**src/rtl/master_req_queue.sv**
```systemverilog
// In-order request buffer in front of one crossbar master port.
// Holds each request on the master lines until ack, throttles reads at MAX_RD outstanding and returns read data.
module master_req_queue #(
  parameter int ADDR_W = 32,
  parameter int DATA_W = 32,
  parameter int DEPTH  = 4,
  parameter int MAX_RD = 4
) (
  input  logic              clk,
  input  logic              rst_n,
  input  logic              in_valid,
  output logic              in_ready,
  input  logic              in_cmd,
  input  logic [ADDR_W-1:0] in_addr,
  input  logic [DATA_W-1:0] in_wdata,
  output logic              out_rvalid,
  output logic [DATA_W-1:0] out_rdata,
  output logic [$clog2(DEPTH):0] level,
  output logic              err,
  output logic              master_req,
  output logic              master_cmd,
  output logic [ADDR_W-1:0] master_addr,
  output logic [DATA_W-1:0] master_wdata,
  input  logic              master_ack,
  input  logic [DATA_W-1:0] master_rdata,
  input  logic              master_resp
);
  localparam int AW = $clog2(DEPTH);
  localparam int PW = AW + 1;
  localparam int CW = $clog2(MAX_RD) + 1;

  logic              mem_cmd  [DEPTH];
  logic [ADDR_W-1:0] mem_addr [DEPTH];
  logic [DATA_W-1:0] mem_wdata[DEPTH];

  logic [PW-1:0] wr_ptr, rd_ptr;
  logic [CW-1:0] rd_cnt;
  logic          full, empty, push, pop, rd_inc, rd_dec;
  logic [AW-1:0] head_idx;

  // Extra pointer MSB tells a full ring from an empty one after wrap.
  assign full     = (wr_ptr[PW-1] != rd_ptr[PW-1]) && (wr_ptr[AW-1:0] == rd_ptr[AW-1:0]);
  assign empty    = (wr_ptr == rd_ptr);
  assign in_ready = !full;
  assign push     = in_valid && !full;
  assign level    = wr_ptr - rd_ptr;

  assign head_idx     = rd_ptr[AW-1:0];
  assign master_cmd   = mem_cmd[head_idx];
  assign master_addr  = mem_addr[head_idx];
  assign master_wdata = mem_wdata[head_idx];
  // Reads stall at the head once MAX_RD are unanswered; writes always go.
  assign master_req   = !empty && (master_cmd || (rd_cnt < CW'(MAX_RD)));
  assign pop          = master_req && master_ack;

  assign rd_inc = pop && !master_cmd;
  assign rd_dec = master_resp && (rd_cnt != '0);

  always_ff @(posedge clk) begin
    if (push) begin
      mem_cmd[wr_ptr[AW-1:0]]   <= in_cmd;
      mem_addr[wr_ptr[AW-1:0]]  <= in_addr;
      mem_wdata[wr_ptr[AW-1:0]] <= in_wdata;
    end
  end

  always_ff @(posedge clk) begin
    if (!rst_n) begin
      wr_ptr     <= '0;
      rd_ptr     <= '0;
      rd_cnt     <= '0;
      err        <= 1'b0;
      out_rvalid <= 1'b0;
      out_rdata  <= '0;
    end else begin
      if (push) wr_ptr <= wr_ptr + PW'(1);
      if (pop)  rd_ptr <= rd_ptr + PW'(1);
      case ({rd_inc, rd_dec})
        2'b10:   rd_cnt <= rd_cnt + CW'(1);
        2'b01:   rd_cnt <= rd_cnt - CW'(1);
        default: rd_cnt <= rd_cnt;
      endcase
      out_rvalid <= rd_dec;
      if (master_resp) out_rdata <= master_rdata;
      // A response with nothing outstanding is dropped but remembered.
      if (master_resp && (rd_cnt == '0)) err <= 1'b1;
    end
  end
endmodule

```
**config.mk**
```make
export PLATFORM = sky130hd
export DESIGN_NAME = master_req_queue
export DESIGN_NICKNAME = d
export VERILOG_FILES = /design/src/rtl/master_req_queue.sv
export SDC_FILE = /design/constraint.sdc
export NUM_CORES = 1
export LEC_CHECK = 0
export CAP_MARGIN = 10
export CORE_UTILIZATION = 31
export CTS_BUF_LIST = sky130_fd_sc_hd__clkbuf_4 sky130_fd_sc_hd__clkbuf_8
export CTS_CLUSTER_DIAMETER = 120
export DETAILED_ROUTE_END_ITERATION = 6
export SKIP_CTS_REPAIR_TIMING = 1
export SLEW_MARGIN = 40
export SYNTH_ARGS = -nofsm -noshare
export SYNTH_HDL_FRONTEND = slang
export SYNTH_SLANG_ARGS = --single-unit
```
**constraint.sdc**
```tcl
create_clock -name clk -period 3.8 [get_ports clk]
set_clock_uncertainty 0.2 [all_clocks]
set_input_delay 0.76 -clock clk [delete_from_list [all_inputs] [get_ports clk]]
set_output_delay 0.76 -clock clk [all_outputs]
set_load 0.05 [all_outputs]
```
## Word-level counts from Yosys, hierarchy flattened

Memories as Yosys holds them, arrays and structs flattened. A register that Yosys moved wholly into a read port is not among the register bits.
Cells that the tools add are included.

| cells by class | value |
|---|---|
| reduce and logical (&&, ||, !) cells | 14 |
| equality and inequality tests | 5 |
| multiplexer cells | 9 |
| $lt $le $gt $ge | 1 |
| add/sub/neg operators | 5 |

Operators by type and width:

| cell | count |
|---|---|
| 2-bit 2-to-1 mux | 6 |
| 3-bit by 1-bit adder with 3-bit output, second input constant | 3 |
| 1-bit logical AND | 7 |
| 3-bit case mux with 2 select lines | 1 |
| 3-bit equality test | 1 |
| 1-bit logical NOT | 3 |
| 3-bit logical NOT | 1 |
| 3-bit < comparator, second input constant | 1 |
| 3-bit nonzero test | 1 |
| 3-bit by 1-bit subtractor with 3-bit output, second input constant | 1 |
| 3-bit subtractor | 1 |
| 2-bit by 1-bit equality test with 1-bit output, second input constant | 1 |
| 2-bit equality test | 1 |
| 2-bit equality test, second input constant | 1 |
| 1-bit 2-to-1 mux | 2 |
| 2-bit nonzero test | 1 |
| 1-bit logical OR | 1 |
| 1-bit != test | 1 |

| word-level totals | value |
|---|---|
| RAM bits | 260 |
| input port bits | 102 |
| memories kept | 3 |
| register bits after elaboration | 43 |

Memory list:

| memory | depth | bits a word | read ports | clocked after memory_dff | wr ports | RTL line | source |
|---|---|---|---|---|---|---|---|
| mem_addr | 4 | 32 | 1 | 1 | 1 | 33 | `logic [ADDR_W-1:0] mem_addr [DEPTH];` |
| mem_wdata | 4 | 32 | 1 | 1 | 1 | 34 | `logic [DATA_W-1:0] mem_wdata[DEPTH];` |
| mem_cmd | 4 | 1 | 1 | 1 | 1 | 32 | `logic mem_cmd [DEPTH];` |

## Logic depth before layout (Yosys ltp)

| logic depth | value |
|---|---|
| word-level depth | 7 |
| depth in mapped cells | 12 |
| gate-level depth less buffers | 12 |

## Worst setup path after synthesis

Ideal clock, no wire load.

| timing | value |
|---|---|
| kind | register to register |
| start point | register with a tool-made name |
| end point | register rd_cnt[2] |
| library setup time | 0.070 ns |
| buffers on the path | 3 |
| slack | 0.374 ns |
| required time | 3.530 ns |
| arrival | 3.156 ns |
| period minus slack after synthesis | 3.426 ns |
| stages on the path, launching flop included | 13 |
| cells stage by stage | dfxtp_1 -> clkbuf_1 -> buf_2 -> buf_4 -> nor2_1 -> a21oi_1 -> nand2b_1 -> ha_1 -> inv_1 -> fa_1 -> xor2_1 -> or3_1 -> a21boi_1 |

RTL lines:

| what | RTL line | source |
|---|---|---|
| end signal, assigned | 79 | `2'b10: rd_cnt <= rd_cnt + CW'(1);` |
| end signal, assigned | 80 | `2'b01: rd_cnt <= rd_cnt - CW'(1);` |
| end signal, assigned | 81 | `default: rd_cnt <= rd_cnt;` |
| end, declared | 37 | `logic [CW-1:0] rd_cnt;` |

==> impl_metrics.prom <==
# TYPE chip_impl_metric gauge
chip_impl_metric{name="worstSkewPairLatency",unit="ns"} 0.59
chip_impl_metric{name="drt_pre_antenna_iters",unit=""} 7
chip_impl_metric{name="period_needed",unit="ns"} 3.63
chip_impl_metric{name="gp_routability_congestion",unit=""} 0.686
chip_impl_metric{name="yosys.cell_types.count",unit=""} 31
chip_impl_metric{name="first_pass_grt_wire_length",unit="µm"} 35900
chip_impl_metric{name="postSynthRegisterBits",unit=""} 305
chip_impl_info{name="worst_hold_path_type",value="flip-flop to flip-flop"} 1
chip_impl_metric{name="floorplan.io_pins",unit=""} 206
chip_impl_metric{name="critical_path_maximum_fanout",unit=""} 29
chip_impl_metric{name="timing.slew.headroom",unit="%"} 62.3
chip_impl_metric{name="cts_made_buffers",unit=""} 52
chip_impl_metric{name="detailedRoute.firstIterationViolations",unit=""} 336
chip_impl_metric{name="synth_edf_count",unit=""} 260
chip_impl_metric{name="synth.net_count",unit=""} 638
chip_impl_info{name="hold_start",value="rd_ptr[2]"} 1
chip_impl_metric{name="hpwlAfterDp",unit="µm"} 14400
chip_impl_metric{name="layoutNonFillerInstCount",unit=""} 1281
chip_impl_metric{name="register_cell_area_after_layout",unit="µm²"} 8720
chip_impl_metric{name="synthToLayoutAreaGrowth",unit="%"} 34.3
chip_impl_metric{name="hold_slack",unit="ns"} 0.291
chip_impl_info{name="critical_path.startpoint_type",value="flip-flop"} 1
chip_impl_info{name="path_class",value="flip-flop to primary output"} 1
chip_impl_metric{name="largest_net_degree_at_the_start_of_global_routing",unit=""} 43
chip_impl_metric{name="antenna-diode-count",unit=""} 0
chip_impl_metric{name="vdd.ir_drop.worst",unit="µV"} 331
chip_impl_metric{name="chip_height",unit="µm"} 193
chip_impl_info{name="ys_dominant_reg_cell",value="sky130_fd_sc_hd__edfxtp_1"} 1
chip_impl_info{name="synth_largest_area_cell",value="sky130_fd_sc_hd__edfxtp_1"} 1
chip_impl_metric{name="avgSynthCellArea",unit="µm²"} 21.5
chip_impl_metric{name="clock_sink_count",unit=""} 305
chip_impl_metric{name="drc_errors",unit=""} 13
chip_impl_info{name="status",value="finished, violations left"} 1
chip_impl_metric{name="globalRoute.totalOverflow",unit=""} 0
chip_impl_metric{name="drv_slew",unit=""} 0
chip_impl_metric{name="initial_antenna_violation_count",unit=""} 1
chip_impl_metric{name="multiInputGateArea",unit="µm²"} 2460
chip_impl_metric{name="detail_route.wl_per_cell",unit="µm"} 18.6
chip_impl_info{name="ys_top_cells_by_area",value="sky130_fd_sc_hd__edfxtp_1 69%, sky130_fd_sc_hd__mux4_2 13%, sky130_fd_sc_hd__dfxtp_1 8.0%"} 1
chip_impl_metric{name="clkSlewWorstSetupHoldPaths",unit="ns"} 0.06
chip_impl_metric{name="number_of_warning_messages_in_the_yosys_log",unit=""} 0
chip_impl_metric{name="post_dr_vias_cell",unit=""} 4.46
chip_impl_metric{name="tightest_slew",unit="ns"} 0.565
chip_impl_metric{name="port_buffers",unit=""} 205
chip_impl_metric{name="effective_utilization_at_floorplan",unit="%"} 31.6
chip_impl_info{name="min_delay_worst_endpoint",value="rd_ptr[2]"} 1
chip_impl_info{name="root_cell_of_the_clock_tree",value="sky130_fd_sc_hd__clkbuf_8"} 1
chip_impl_metric{name="antenna_left",unit=""} 0
chip_impl_metric{name="setup_viol_count_final",unit=""} 0
chip_impl_metric{name="grtUsageTotal",unit="%"} 13.0
chip_impl_metric{name="arrival",unit="ns"} 2.67
chip_impl_info{name="rr_endpoint",value="rd_cnt[2]"} 1
chip_impl_metric{name="timing.reg2reg.worst_path_depth",unit=""} 12
chip_impl_metric{name="dieArea",unit="µm²"} 37200
chip_impl_metric{name="finish.net_count",unit=""} 888
chip_impl_metric{name="rows",unit=""} 69
chip_impl_metric{name="fillers",unit=""} 3179
chip_impl_info{name="violations",value="design-rule violations"} 1
chip_impl_metric{name="timing_hold_violations_final",unit=""} 0
chip_impl_metric{name="finalCoreUtilization",unit="%"} 42.5
chip_impl_metric{name="synth_async_sr_flop_share",unit="%"} 0
chip_impl_metric{name="drt_wl_total",unit="µm"} 23800
chip_impl_metric{name="max_freq",unit="MHz"} 276
chip_impl_metric{name="h-tree-depth",unit=""} 2
chip_impl_metric{name="portion_of_the_clock_cycle_consumed_by_the_worst_path_in_the_final_layout",unit="%"} 95.5
chip_impl_info{name="critical_path.reg2reg.startpoint",value="wr_ptr[0]"} 1
chip_impl_metric{name="power.leakage",unit="nW"} 5.48
chip_impl_metric{name="timing.max_cap.violations",unit=""} 0
chip_impl_metric{name="placed_cell_area",unit="µm²"} 14000
chip_impl_metric{name="dpl.cell_count",unit=""} 1183
chip_impl_metric{name="post_route_cells_drive_above_1_share",unit="%"} 20.5
chip_impl_info{name="clock_tree_from_tritoncts",value="done"} 1
chip_impl_metric{name="ff2ff_setup_slack",unit="ns"} 0.81
chip_impl_metric{name="synth_top_cell_area_share",unit="%"} 69.0
chip_impl_info{name="rsz0062_at_grt",value="false"} 1
chip_impl_metric{name="via_count_of_the_first_global_routing_pass",unit=""} 6250
chip_impl_metric{name="synth-seq-area-share",unit="%"} 77.0
chip_impl_metric{name="netlist_area",unit="µm²"} 11300
chip_impl_metric{name="finalPower",unit="mW"} 8.89
chip_impl_metric{name="pwr_density_cell",unit="nW/µm²"} 586
chip_impl_metric{name="max-clock-path-buffers",unit=""} 3
chip_impl_metric{name="die_x",unit="µm"} 193
chip_impl_metric{name="worstPathRequired",unit="ns"} 2.84
chip_impl_metric{name="worstHoldPathCells",unit=""} 2
chip_impl_metric{name="number_of_cells_produced_by_synthesis",unit=""} 526
chip_impl_info{name="post_synth_most_frequent_cells",value="260 x sky130_fd_sc_hd__edfxtp_1, 64 x sky130_fd_sc_hd__mux4_2, 45 x sky130_fd_sc_hd__dfxtp_1"} 1
chip_impl_info{name="post-synth-top-count-cell",value="sky130_fd_sc_hd__edfxtp_1"} 1
chip_impl_metric{name="core_region_area",unit="µm²"} 35700
chip_impl_metric{name="final_cell_area",unit="µm²"} 15200
chip_impl_info{name="cp-end-kind",value="primary output"} 1
chip_impl_metric{name="vias",unit=""} 5708
[sequential cells by signal (all words and copies together) (netlist names), named ones only]
name	count
rd_ptr	3
err	1
mem_cmd	4
mem_addr	128
rd_cnt	3
out_rdata	32
out_rvalid	1
wr_ptr	3
mem_wdata	128
[cell usage in the layout, fill, tap and decap left out, drive strengths merged, types with 2 or more instances in the layout]
master	Yosys	final
mux2i	37	37
a21oi	2	2
and2	9	9
nor2	2	2
buf	17	16
fa	2	2
nor3b	2	2
dfxtp	45	45
clkinvlp	0	2
clkinv	0	22
edfxtp	260	260
nand2	7	7
inv	8	8
nor2b	35	35
clkbuf	7	73
xnor2	4	4
o21ai	3	3
mux4	64	64
clkdlybuf4s50	0	149
ha	8	8
a21boi	2	2
dlymetal6s2s	0	55
nand2b	3	3
[critical path, cell delays in order (launching register included)]
cell and delay, ns:
sky130_fd_sc_hd__dfxtp_4 0.52, sky130_fd_sc_hd__buf_12 0.29, sky130_fd_sc_hd__mux4_2 0.53, sky130_fd_sc_hd__clkdlybuf4s50_1 0.71
[routing by layer]
layer / vias up / GRT usage, % / part of all wire (%)
met3: 43 / 5.45 / 8.4
met1: 2848 / 15.7 / 42
li1: 2621 / - / -
met5: - / 0 / 0.055
met2: 194 / 21.2 / 48
met4: 2 / 4.24 / 1.9
[cell type report]
class                      instances  area share (%)
clock buffer                      73            5.88
multi-input combinational        189            16.2
timing repair buffer             220            15.6
tap                              461            3.80
inverter                           8           0.198
clock inverter                    25           0.865
sequential                       305            57.4
[report_power, final]
group          total, mW  switching (mW)  internal (mW)
Combinational       2.14            1.30          0.839
Sequential          3.90          0.0739           3.83
Clock               2.85            1.27           1.58
[cells by family after synthesis]
logic type / synth area share [%]
fa+ha+maj: 1.24
mux: 16.1
simple gates: 3.36
xor+xnor: 0.387
buf+inv: 1.29
flops: 77.0
compound gates: 0.575
[how the worst max path moves through the flow]
stage                    from               end  slack, ns  depth (start not counted)
floorplan           flip-flop         rd_cnt[2]       0.37                         12
global placement    flip-flop   master_addr[20]       0.67                          3
detailed placement  flip-flop  master_wdata[29]       0.66                          3
CTS                 flip-flop  master_wdata[29]      -0.03                          3
global route        flip-flop  master_wdata[20]      0.005                          3
finish              flip-flop  master_wdata[20]       0.17                          3
[metrics by stage]
step | setup TNS [ns] | setup slack (ns)
CTS | -0.213 | -0.0345
finish | 0 | 0.170
global route | 0 | 0.00489
detailed placement | 0 | 0.660
global placement | 0 | 0.670
floorplan | 0 | 0.374
No activity file was read; power rests on OpenSTA's default activity.
